$ cat config.mk
export PLATFORM = sky130hd
export DESIGN_NAME = dmem_arbiter
export DESIGN_NICKNAME = d
export VERILOG_FILES = /design/src/rtl/dmem_arbiter.sv
export SDC_FILE = /design/constraint.sdc
export NUM_CORES = 1
export LEC_CHECK = 0
export ABC_AREA = 1
export CORE_ASPECT_RATIO = 1.5
export CORE_MARGIN = 2
export CORE_UTILIZATION = 38
export CTS_CLUSTER_DIAMETER = 50
export DETAILED_ROUTE_END_ITERATION = 6
export PLACE_DENSITY = 0.86
export SYNTH_ARGS = -nofsm -noshare
export SYNTH_HDL_FRONTEND = slang
export SYNTH_SLANG_ARGS = --single-unit
$ cat constraint.sdc
create_clock -name clock -period 2.05 [get_ports clock]
set_input_delay 0.5125 -clock clock [delete_from_list [all_inputs] [get_ports clock]]
set_output_delay 0.5125 -clock clock [all_outputs]
set_load 0.005 [all_outputs]
$ cat src/rtl/dmem_arbiter.sv
// dmem_arbiter: two-port arbiter in front of a single-port data RAM.
// Port 0 (CPU) reads and writes; port 1 (display fetch) only reads. Either
// port can lock the RAM for a burst of up to MAX_BURST consecutive grants.
// Build option DMEM_ARB_RR_EN: when defined, simultaneous requests in IDLE
// alternate between the ports. When undefined, port 0 wins every tie.
module dmem_arbiter #(
  parameter int unsigned ADDR_W    = 12,
  parameter int unsigned DATA_W    = 32,
  parameter int unsigned MAX_BURST = 8
) (
  input  logic              clock,
  input  logic              reset,
  input  logic              req0,
  input  logic              we0,
  input  logic              lock0,
  input  logic [ADDR_W-1:0] addr0,
  input  logic [DATA_W-1:0] wdata0,
  output logic              gnt0,
  output logic              rvalid0,
  output logic [DATA_W-1:0] rdata0,
  input  logic              req1,
  input  logic              lock1,
  input  logic [ADDR_W-1:0] addr1,
  output logic              gnt1,
  output logic              rvalid1,
  output logic [DATA_W-1:0] rdata1,
  output logic              ram_wEn,
  output logic [ADDR_W-1:0] ram_addr,
  output logic [DATA_W-1:0] ram_dataIn,
  input  logic [DATA_W-1:0] ram_dataOut
);

  localparam logic [3:0] MAX_B = 4'(MAX_BURST);

  typedef enum logic [1:0] {
    IDLE,
    OWN0,
    OWN1
  } state_t;

  state_t            state_q, state_d;
  logic [3:0]        cnt_q, cnt_d;
  // Set for one cycle after a burst hits MAX_BURST; rel_port_q names the port
  // that must yield a tie in that cycle.
  logic              rel_q, rel_d;
  logic              rel_port_q, rel_port_d;
  logic              rv0_q, rv1_q;
  logic [DATA_W-1:0] hold0_q, hold1_q;
  logic              g0, g1;
  logic              own_hold;
  logic              tie1;

`ifdef DMEM_ARB_RR_EN
  logic last_q;

  // Round-robin pointer: remembers the port served most recently.
  always_ff @(posedge clock) begin
    if (reset) begin
      last_q <= 1'b1;
    end else if (g0) begin
      last_q <= 1'b0;
    end else if (g1) begin
      last_q <= 1'b1;
    end
  end
`endif

  // FSM state register with burst counter and release flag.
  always_ff @(posedge clock) begin
    if (reset) begin
      state_q    <= IDLE;
      cnt_q      <= '0;
      rel_q      <= 1'b0;
      rel_port_q <= 1'b0;
    end else begin
      state_q    <= state_d;
      cnt_q      <= cnt_d;
      rel_q      <= rel_d;
      rel_port_q <= rel_port_d;
    end
  end

  // Output decode: pick the winner from state and the current requests.
  always_comb begin
    own_hold = 1'b0;
    g0       = 1'b0;
    g1       = 1'b0;
    tie1     = 1'b0;
`ifdef DMEM_ARB_RR_EN
    tie1     = ~last_q;
`endif
    if (state_q == OWN0 && req0 && lock0) begin
      own_hold = 1'b1;
      g0       = 1'b1;
    end else if (state_q == OWN1 && req1 && lock1) begin
      own_hold = 1'b1;
      g1       = 1'b1;
    end else if (req0 && req1) begin
      // An owner whose lock lapsed competes exactly as it would from IDLE.
      if (rel_q) begin
        g0 = rel_port_q;
        g1 = ~rel_port_q;
      end else begin
        g0 = ~tie1;
        g1 = tie1;
      end
    end else begin
      g0 = req0;
      g1 = req1;
    end
    if (reset) begin
      own_hold = 1'b0;
      g0       = 1'b0;
      g1       = 1'b0;
    end
  end

  // Next-state: enter OWNn on a locked grant, leave on lock loss or full burst.
  always_comb begin
    state_d    = IDLE;
    cnt_d      = '0;
    rel_d      = 1'b0;
    rel_port_d = rel_port_q;
    if (own_hold) begin
      if (cnt_q + 4'd1 >= MAX_B) begin
        rel_d      = 1'b1;
        rel_port_d = g1;
      end else begin
        state_d = state_q;
        cnt_d   = cnt_q + 4'd1;
      end
    end else if ((g0 && lock0) || (g1 && lock1)) begin
      if (MAX_B <= 4'd1) begin
        rel_d      = 1'b1;
        rel_port_d = g1;
      end else begin
        state_d = g1 ? OWN1 : OWN0;
        cnt_d   = 4'd1;
      end
    end
  end

  // Read-return tracking: one-cycle rvalid after a read grant, data held after.
  always_ff @(posedge clock) begin
    if (reset) begin
      rv0_q   <= 1'b0;
      rv1_q   <= 1'b0;
      hold0_q <= '0;
      hold1_q <= '0;
    end else begin
      rv0_q <= g0 & ~we0;
      rv1_q <= g1;
      if (rv0_q) begin
        hold0_q <= ram_dataOut;
      end
      if (rv1_q) begin
        hold1_q <= ram_dataOut;
      end
    end
  end

  assign gnt0       = g0;
  assign gnt1       = g1;
  assign ram_wEn    = g0 & we0;
  assign ram_addr   = g0 ? addr0 : (g1 ? addr1 : '0);
  assign ram_dataIn = (g0 | g1) ? wdata0 : '0;
  // Gating by reset suppresses a read return that was in flight when reset rose.
  assign rvalid0    = rv0_q & ~reset;
  assign rvalid1    = rv1_q & ~reset;
  assign rdata0     = reset ? '0 : (rv0_q ? ram_dataOut : hold0_q);
  assign rdata1     = reset ? '0 : (rv1_q ? ram_dataOut : hold1_q);

endmodule
==> key figures <==
Detailed routing
  • Total Wirelength: 15900 um
  • Final ANT Viol Nets: 0
  • Vias per std cell: approximately 5.1
  • Routed len/inst: between 15 and 20 um
  • DR iter-0 viols: around 190
  • Via count: around 4.3k
  • 1st-pass router iterations: 5
  • Drc violations: 0

STA
  • Post-route setup slack: -442 ps
  • Min Tclk post-route: 2490 ps
  • Max-slew violations: 0
  • Setup_tns: -14570 ps
  • Final Skew: 5.61 ps
  • RSZ-0062 raised after global routing: true
  • # setup viols final: 47
  • Hold Vio Cnt, Final: 0
  • Fmax: between 400 and 500 MHz
  • Post-route clock period utilization: 1.22

Logic synthesis
  • Synth cell count leaders: nor2_1, dfxtp_1, o21ai_0
  • Ys flop type: dfxtp_1
  • Register area share after synthesis: 0.489
  • Post-synth EDFFs: 0
  • Most common cell in the netlist: nor2_1
  • Unique masters post-synth: 21
  • Top cell type's share of synthesized area: 0.489
  • Yosys reg bits: 74
  • Post-Syn Area per Cell: between 6 and 7 sq um
  • Synthesis Warnings: 0
  • Post-synth ARST share: 0
  • Yosys top cell by area: dfxtp_1
  • Synthesized instance count: 444
  • Synthesized cell area: roughly 3000 sq um
  • Synth top area cells: dfxtp_1, nor2_1, o21ai_0
  • Synth Net Count: 540

Flow run
  • # Max-Cap Violations: 0

Power and ir drop
  • Net switching power: 1.02 mW
  • Switching Share: 0.251
  • Worst VDD drop: 769 uV
  • Combinational power share: 0.247
  • Clock power share: 0.373
  • Int Power: about 3.0 mW
  • Sequential Power Share: 0.380
  • Pleak: ~3.4 nW
  • Total power: 4.05 mW
  • PwrDens: between 600 and 700 nW/um^2

Floorplan
  • Initial Utilization: 0.395
  • Io pins: between 200 and 250
  • Area of the core: approximately 7700 sq um
  • Die height: ~110 um
  • Die area: between 8000 and 9000 sq um
  • Die boundary width: approximately 77 um
  • Row count: 39

Worst setup path
  • CP arrival: 1980 ps
  • Crit. End Element: output port
  • Req. time, crit path: 1540 ps
  • Setup CP Type: reg -> out
  • Crit start category: flop
  • Critical path fanouts, max: 5

Final layout
  • P&R area growth vs syn: 119%
  • Multi-input gate area: between 1500 and 2000 sq um
  • Fill cell count: about 420
  • Reg area: ~1500 sq um
  • Layout Nets: ~850
  • Fraction of layout cells with a size suffix above 1: 0.393
  • Finished Layout Cells: 856

Clocking
  • Cts-stage hold buffer count: 0
  • Clock buffer count from CTS: 9
  • TritonCTS clock tree: done
  • Clk_lat worst skew: approximately 330 ps
  • Clock Sinks: between 70 and 80
  • H-tree depth: 3
  • Clk root buf: clkbuf_16
  • Clock transition at path regs: 50 ps
  • Bufs on Longest Clock Path: 2

Global route
  • Overflow after GRT: 0
  • Vias in the first global route: about 4.5k
  • Initial antenna violation count: 1
  • First-pass GRT wire length: between 20000 and 25000 um
  • Pin count of the biggest net entering global routing: 23
  • Overall Global Routing Usage: 0.343

Placement
  • IO buf count: ~210
  • Post-DP HPWL: between 8000 and 9000 um
  • DP Cell Count: 750
  • Routability cong.: 0.925

Hold path
  • Min-delay worst type: reg -> reg

Run status
  • Status: complete, but fails checks
  • Failing checks: negative setup slack
[worst max-delay path, stage by stage, from the launching register on]
cell	delay [ps]
dfxtp_2	330
inv_2	60
nand4_1	180
nand3_1	190
nand2_2	100
nand2_4	120
buf_6	110
clkinvlp_4	150
buf_6	170
nand2_2	50
nand2_2	60
buf_6	110
[kinds of logic after synthesis]
group	synth area share
compound gates	0.112
xor+xnor	0.00579
fa+ha+maj	0.00413
buf+inv	0.0992
flops	0.489
other cells	0.00124
simple gates	0.289
[final cells by class]
class / instances / share of cell area
Timing Repair Buffer: 317 / 0.436
Antenna cell: 1 / 0.000378
Timing Repair inverter: 1 / 0.00113
Inverter: 47 / 0.0314
Multi-Input combinational cell: 299 / 0.243
Tap cell: 102 / 0.0193
Clock buffer: 12 / 0.0372
Clock inverter: 3 / 0.00605
Sequential cell: 74 / 0.225
[metrics by stage]
step                      setup WS [ps]  utilization  hold WS [ps]  area (sq um)
after floorplan                     283            -           461          3030
after global placement             -812        0.697           486          5340
after detailed placement           -853        0.697           493          5340
after global routing               -525        0.863           534          6620
after CTS                          -358        0.833           498          6380
final                              -442        0.864           491          6620
[flip-flops by register name (all words and copies together), names as in the netlist]
register    cells
rv0_q           1
rel_q           1
state_q         2
cnt_q           4
hold1_q        32
hold0_q        32
rv1_q           1
rel_port_q      1
[power by group through the flow]
stage	logic (mW)	clock network, mW	registers, mW
final	1.00	1.51	1.54
after floorplan	0.225	0	1.56
after detailed placement	0.747	0	1.56
after global placement	0.730	0	1.56
after CTS	0.889	1.54	1.53
after global routing	1.06	1.59	1.54
[cell usage in the layout, fill, tap and decap left out, types with 9 or more instances in the layout]
cell type,instances
nor2_1,131
nand2_1,26
nor2_4,23
buf_2,54
nor2_2,16
clkdlybuf4s50_1,89
dlygate4sd2_1,28
inv_1,38
clkbuf_2,20
o21ai_0,39
buf_6,25
nand2_2,16
o21ai_1,20
buf_12,13
buf_4,70
dfxtp_1,70
clkbuf_16,9
[final timing paths]
path / cells past startpoint / slack [ps] / endpoint / startpoint
worst max-delay path: 11 / -440 / ram_addr[10] / state_q[0]
worst min-delay path: 2 / 490 / hold1_q[5] / hold1_q[5]
worst min register to register: 2 / 490 / hold1_q[5] / hold1_q[5]
worst max register to register: 13 / 0 / rel_port_q / state_q[0]
[metal layers]
layer / share of wire / track usage
met1: 0.32 / 0.338
met2: 0.51 / 0.616
met3: 0.099 / 0.123
met4: 0.064 / 0.196
met5: 0 / 0
[repair_timing]
action	CTS	global route
resized for setup	398	162
gates cloned	9	0
setup buffers	72	23
endpoints found under the setup margin	113	94
pin swaps	41	53
Note: power is estimated with default switching activity, not from simulation.
